$ cat src/rtl/crypto_arbiter.sv
// Round-robin arbiter that hands two requesters' crypto operations to a single
// engine, sequencing the engine's reset/start handshake and reporting results.
module crypto_arbiter #(
    parameter int BGN_CYCLES = 10,
    parameter int RST_CYCLES = 2,
    parameter int TIMEOUT    = 255
) (
    input  logic        clk,
    input  logic        rst,
    input  logic        req0,
    input  logic        req1,
    input  logic [1:0]  op0,
    input  logic [1:0]  op1,
    input  logic [15:0] key0,
    input  logic [15:0] key1,
    input  logic [15:0] data0,
    input  logic [15:0] data1,
    output logic        ack0,
    output logic        ack1,
    output logic        done0,
    output logic        done1,
    output logic        err,
    output logic [15:0] res_key,
    output logic [15:0] res_data,
    output logic        busy,
    output logic        eng_rst,
    output logic        eng_bgn,
    output logic [1:0]  eng_mode,
    output logic [15:0] eng_key,
    output logic [15:0] eng_data,
    input  logic        eng_fin,
    input  logic [15:0] eng_key_out,
    input  logic [15:0] eng_data_out
);

    typedef enum logic [2:0] {
        IDLE,
        ENG_RST,
        START,
        WAIT,
        DONE,
        ERR
    } state_t;

    localparam logic [8:0] RST_LAST = 9'(RST_CYCLES - 1);
    localparam logic [8:0] BGN_LAST = 9'(BGN_CYCLES - 1);
    localparam logic [8:0] TO_LAST  = 9'(TIMEOUT - 1);

    state_t      state;
    state_t      state_nxt;
    logic [8:0]  cnt;
    logic [8:0]  cnt_nxt;
    logic        last_grant;
    logic        grant;
    logic        grant_sel;
    logic [1:0]  sel_op;
    logic        op_legal;
    logic        fin_take;

    // last_grant doubles as the owner of the operation in flight.
    always_comb begin
        grant     = 1'b0;
        grant_sel = 1'b0;
        if (state == IDLE) begin
            if (req0 && req1) begin
                grant     = 1'b1;
                grant_sel = ~last_grant;
            end else if (req0) begin
                grant     = 1'b1;
                grant_sel = 1'b0;
            end else if (req1) begin
                grant     = 1'b1;
                grant_sel = 1'b1;
            end
        end
    end

    assign sel_op   = grant_sel ? op1 : op0;
    assign op_legal = (sel_op == 2'b01) || (sel_op == 2'b10);
    assign fin_take = eng_fin && ((state == START) || (state == WAIT));

    always_comb begin
        state_nxt = state;
        case (state)
            IDLE: begin
                if (grant) state_nxt = op_legal ? ENG_RST : ERR;
            end
            ENG_RST: begin
                if (cnt == RST_LAST) state_nxt = START;
            end
            START: begin
                if (eng_fin)              state_nxt = DONE;
                else if (cnt == BGN_LAST) state_nxt = WAIT;
            end
            WAIT: begin
                if (eng_fin)             state_nxt = DONE;
                else if (cnt == TO_LAST) state_nxt = ERR;
            end
            DONE:    state_nxt = IDLE;
            ERR:     state_nxt = IDLE;
            default: state_nxt = IDLE;
        endcase
    end

    // One counter serves every timed state; it restarts on each state change.
    always_comb begin
        if ((state_nxt != state) || (state == IDLE)) cnt_nxt = '0;
        else                                         cnt_nxt = cnt + 9'd1;
    end

    always_ff @(posedge clk or posedge rst) begin
        if (rst) begin
            state      <= IDLE;
            cnt        <= '0;
            last_grant <= 1'b1;
            ack0       <= 1'b0;
            ack1       <= 1'b0;
            eng_rst    <= 1'b0;
            eng_mode   <= 2'b00;
            eng_key    <= '0;
            eng_data   <= '0;
            res_key    <= '0;
            res_data   <= '0;
        end else begin
            state   <= state_nxt;
            cnt     <= cnt_nxt;
            ack0    <= grant && !grant_sel;
            ack1    <= grant && grant_sel;
            eng_rst <= (state_nxt != ENG_RST);
            if (grant) begin
                last_grant <= grant_sel;
                eng_mode   <= sel_op;
                eng_key    <= grant_sel ? key1  : key0;
                eng_data   <= grant_sel ? data1 : data0;
            end
            if (fin_take) begin
                res_key  <= eng_key_out;
                res_data <= eng_data_out;
            end else if (state_nxt == ERR) begin
                res_key  <= '0;
                res_data <= '0;
            end
        end
    end

    assign busy    = (state != IDLE);
    assign eng_bgn = (state == START);
    assign err     = (state == ERR);
    assign done0   = ((state == DONE) || (state == ERR)) && !last_grant;
    assign done1   = ((state == DONE) || (state == ERR)) && last_grant;

endmodule

$ cat config.mk
export PLATFORM = sky130hd
export DESIGN_NAME = crypto_arbiter
export DESIGN_NICKNAME = d
export VERILOG_FILES = /design/src/rtl/crypto_arbiter.sv
export SDC_FILE = /design/constraint.sdc
export NUM_CORES = 1
export LEC_CHECK = 0
export BUFFER_PORTS_ARGS = -buffer_cell sky130_fd_sc_hd__buf_4
export CORE_MARGIN = 2
export CORE_UTILIZATION = 45
export CTS_CLUSTER_SIZE = 8
export DETAILED_ROUTE_END_ITERATION = 16
export PLACE_DENSITY = 0.81
export SKIP_LAST_GASP = 1
export SYNTH_ARGS = -nofsm -noshare
export SYNTH_HDL_FRONTEND = slang
export SYNTH_SLANG_ARGS = --single-unit
$ cat constraint.sdc
create_clock -name clk -period 3.08 [get_ports clk]
set_input_delay 0.308 -clock clk [delete_from_list [all_inputs] [get_ports clk]]
set_output_delay 0.308 -clock clk [all_outputs]
set_load 0.05 [all_outputs]
---- Word level (Yosys, flattened, before mapping) ----
Index checks and enable logic that the tools add are counted.
storage, ports and cells
  register bits ........................... 82
  word-level logic and storage cells ...... 63
operators by class
  $add $sub $neg .......................... 1
  reductions and logical operators ........ 15
  equal/unequal tests ..................... 13
  multiplexer cells ....................... 22
  bitwise logic cells ..................... 1
operators with widths
  operator             number
  $mux 16              5
  $mux 3               7
  $pmux 3 s4           1
  $add 9x1->9 const B  1
  $eq 3x3->1 const B   3
  $eq 9x1->1 const B   1
  $eq 9x4->1 const B   1
  $eq 9x8->1 const B   1
  $mux 9               1
  $mux 1               7
  $eq 3x2->1 const B   2
  $logic_and 1x1->1    6
  $logic_or 1x1->1     4
  $eq 3x1->1 const B   1
  $logic_not 3->1      1
  $ne 3x1->1 const B   1
  $ne 3x3->1           1
  $reduce_bool 3->1    1
  $eq 2x1->1 const B   1
  $eq 2x2->1 const B   1
  $logic_not 1->1      2
  $mux 2               1
  $reduce_bool 2->1    1
  $not 1->1            1

---- Depth between registers and ports, before layout ----
  word-level depth ........................ 13
  depth in mapped cells ................... 8

---- Least setup slack after synthesis ----
Ideal clock, no wire load.
  path kind ............................... register to register
  start point ............................. reg state[1]
  end point ............................... reg cnt[2]
  arrival time ............................ 2.488 ns
  setup slack ............................. 0.520 ns
  library setup time ...................... 0.071 ns
  cell stages (with the launch flop) ...... 7
  path through ............................ dfrtp_1 > clkbuf_1 > nor3b_1 > o31ai_1 > a32o_1 > buf_2 > nor2_1
RTL lines
  item                      RTL line  RTL
  start: declaration        49        state_t state;
  start signal: assignment  125       state <= state_nxt;
  $eq 3x2->1                -
  net eng_bgn               27        output logic eng_bgn,
  $pmux 3 s4                84        case (state)
  $ne 3x3->1                107       if ((state_nxt != state) || (state == IDLE)) cnt_nxt = '0;
  $logic_or 1x1->1          107
  $mux 9                    107
  net cnt_nxt[2]            52        logic [8:0] cnt_nxt;
  end signal: assignment    126       cnt <= cnt_nxt;
  end: declaration          51        logic [8:0] cnt;
The timed path passes the listed nets, and every way through them passes these cells.
A chain may end at the register's enable or synchronous reset.

---- Worst setup path after layout ----
  start point ............................. reg state[2]
  end point ............................... reg eng_key[5]
on the way
  cells in the longest elaborated chain, start to end .. 3
RTL lines
  item                    RTL line  RTL
  $logic_not 3->1 (*)     64        if (state == IDLE) begin
  $mux 1                  64
  $mux 16                 133       eng_key <= grant_sel ? key1 : key0;
  end signal: assignment  133
  end: declaration        29        output logic [15:0] eng_key,
Mark *: on every way between the ends. The rest lies on a longest branch, timed or not.

==> impl_metrics.tcl <==
set metrics [dict create \
    synth_edf_count 0 \
    worst-r2r-setup-slack_ps 810 \
    whs_ps 61.8 \
    stdcell_count 622 \
    die_y_microns 93.9 \
    sw_frac_of_total_pct 49.3 \
    grt.total_usage_pct 22.5 \
    post-cts-setup-buffers 0 \
    final_max_slew_viol_count 0 \
    hpwl_microns 7430 \
    min_path_type "input pin to async pin" \
    viasPerCell 5.31 \
    grt_max_degree 42 \
    drc_errors 0 \
    fin_nets 624 \
    pwr-share-clk_pct 11.8 \
    cp_max_fo 25 \
    cts_buffers 9 \
    clk_path_buf_depth 2 \
    clk_pin_slew_ps 80 \
    cts_tree "done" \
    switchingPower_mw 3.08 \
    synth_common_cells "dfrtp_1, nand2_1, nand3_1" \
    r2r_cells 5 \
    start_util_pct 46.8 \
    rsz0062_at_grt "no" \
    worstSetupStartpoint "state[2]$_DFF_PP0_" \
    period_minus_slack_ps 2270 \
    clock_skew_ps 10.3 \
    crit_type "register to register" \
    synth.largest_area_cell "dfrtp_1" \
    cts_resized 0 \
    synth_ff_type "dfrtp_1" \
    tightest_slew_ps 708 \
    syn_inst 345 \
    cp.required_ps 3360 \
    p_total_mw 6.24 \
    htreeDepth 3 \
    status "complete, no violations" \
    highest_layer "met4" \
    io_buffers 178 \
    core_sq_um 7770 \
    timing.critical_path.to "eng_key[5]$_DFFE_PP0P_" \
    dpl.cell_count 607 \
    power_frac_comb_pct 59.3 \
    drive_above_1_share_pct 40.6 \
    critPathArrivalTime_ps 2540 \
    n_antenna_cell 0 \
    syn_area_sq_um 3640 \
    setup-tns-final_ps 0 \
    clock.fmax_mhz 441 \
    drt_iter0_drc 143 \
    power_density_nw_per_um2 1190 \
    yosysUniqueCellTypes 36 \
    dr_wl_met3_microns 858 \
    setup_viol 0 \
    overflow 0 \
    pin_count 179 \
    avgSynthCellArea_sq_um 10.5 \
    root_buffer "clkbuf_8" \
    synth_seq_cells 82 \
    synth.area.top_cells "dfrtp_1, a22o_1, a21o_1, nand3_1, o21ai_0" \
    worstSetupStartpointType "register" \
    maxCapViolations 0 \
    grt_pass1_vias 3169 \
    max_slew_margin_pct 52.8 \
    layout-area-overhead-vs-synth_pct 44.5 \
    period_share_pct 73.6 \
    synth.net_count 453 \
    yosysWarnings 0 \
    finalHoldViolations 0 \
    dieArea_sq_um 8820 \
    firstDrtPassIters 4 \
    grt_pass1_wl_microns 15400 \
    r2r-end "eng_key[5]$_DFFE_PP0P_" \
    gp_congestion 0.811 \
    p_leak_nw 2.73 \
    cts-hold-fix-buffers 0 \
    clkLatencyLatePin_ps 340 \
    end_kind "register" \
    fill_cells 603 \
    yosysMostFrequentCell "dfrtp_1" \
    multiInputGateArea_sq_um 1470 \
    internal-power_mw 3.17 \
    regArea_sq_um 2050 \
    routed_wl_microns 10200 \
    wl_met1_microns 4100 \
    rows 32 \
    synthArstFlopShare_pct 100 \
    numClockSinks 82 \
    p_seq_share_pct 28.9 \
    ant_nets 0 \
    seq_area_frac_synth_pct 56.5 \
    antenna_found_initial 0 \
    vdd_drop_max_mv 0.491 \
    synth_top_area_share_pct 55.7 \
    dr_wl_met2_microns 5120 \
    num_vias 3300 \
    worstReg2RegStart "state[2]$_DFF_PP0_" \
    post_drt_wl_per_cell_microns 16.3 \
    fp.dieW_microns 93.9 \
]
==> critical path, cell delays in order (launching register included) <==
cell and delay [ps]:
dfrtp_1 460, nor3_1 490, and2_1 570, buf_4 390, a22o_1 180, a21o_1 110
==> how the worst min path moves through the flow <==
stage / slack [ps] / depth (start not counted) / end / startpoint
final: 60 / 2 / eng_data[9]$_DFFE_PP0P_ / rst
after global routing: 100 / 2 / res_key[4]$_DFFE_PP0P_ / rst
after CTS: 70 / 2 / eng_data[9]$_DFFE_PP0P_ / rst
after detailed placement: 450 / 2 / eng_data[9]$_DFFE_PP0P_ / rst
after global placement: 430 / 2 / eng_data[9]$_DFFE_PP0P_ / rst
after floorplan: 420 / 1 / eng_data[15]$_DFFE_PP0P_ / data0[15]
==> kinds of logic (layout without fill, tap and decap cells) <==
kind of cell,after synthesis,count (layout),synth area share (%)
flip-flops,82,82,56.5
buffers and inverters,31,206,3.37
adder cells (fa/ha/maj),3,3,1.03
XOR/XNOR,9,9,2.17
AO/OA/AOI/OAI,110,110,21.7
multiplexers,2,2,0.551
AND/OR/NAND/NOR,108,108,14.7
==> power by group through the flow <==
stage	combinational, mW	clock (mW)	sequential (mW)
final	3.70	0.738	1.80
after global routing	3.91	0.809	1.85
after detailed placement	3.73	0	1.81
after floorplan	1.26	0	3.16
after global placement	3.62	0	1.81
after CTS	3.73	0.757	1.80
==> flip-flops by register name, indices dropped and copies added, names as in the netlist <==
name	flops
ack0	1
last_grant	1
state	3
eng_rst	1
res_key	16
eng_key	16
cnt	9
ack1	1
res_data	16
eng_data	16
eng_mode	2
==> per-stage QoR <==
step           worst slack (ps)  util [%]  instance area [sq um]
5_1_grt                     712      67.7                   5260
6_report                    813      67.7                   5260
4_1_cts                     872      67.7                   5260
2_1_floorplan               520         -                   3640
3_3_place_gp               1020      65.3                   5070
3_5_place_dp                876      65.3                   5070
==> area by class of cell <==
cell class                      instances  area share [%]
Clock buffer                           10            2.43
Inverter                                4           0.310
Clock inverter                          5            1.07
Sequential cell                        82            39.1
Tap cell                              102            2.43
Timing Repair Buffer                  187            26.7
Multi-Input combinational cell        232            28.0
==> placed cells by master (no fill, tap or decap), drive strengths merged, types with 2 or more instances in the layout <==
cell type | Yosys | final
a21o | 34 | 34
buf | 5 | 187
ha | 3 | 3
inv | 4 | 3
nand3 | 35 | 35
and3b | 2 | 2
mux2i | 2 | 2
o31ai | 2 | 2
nor2 | 12 | 12
dfrtp | 81 | 81
xnor2 | 3 | 3
o21ai | 36 | 36
nand2 | 38 | 38
a22o | 32 | 32
or4b | 3 | 3
xor2 | 6 | 6
clkinv | 0 | 4
or4 | 2 | 2
clkbuf | 22 | 10
nor3b | 4 | 4
nand4 | 4 | 4
and2 | 3 | 3
==> routing by layer <==
| metal | global-route usage, % | vias to the layer above |
|---|---|---|
| met3 | 5.78 | 8 |
| li1 | - | 1569 |
| met5 | 0 | - |
| met4 | 7.61 | 0 |
| met1 | 28.1 | 1585 |
| met2 | 38.1 | 138 |
No activity file was read; power rests on OpenSTA's default activity.
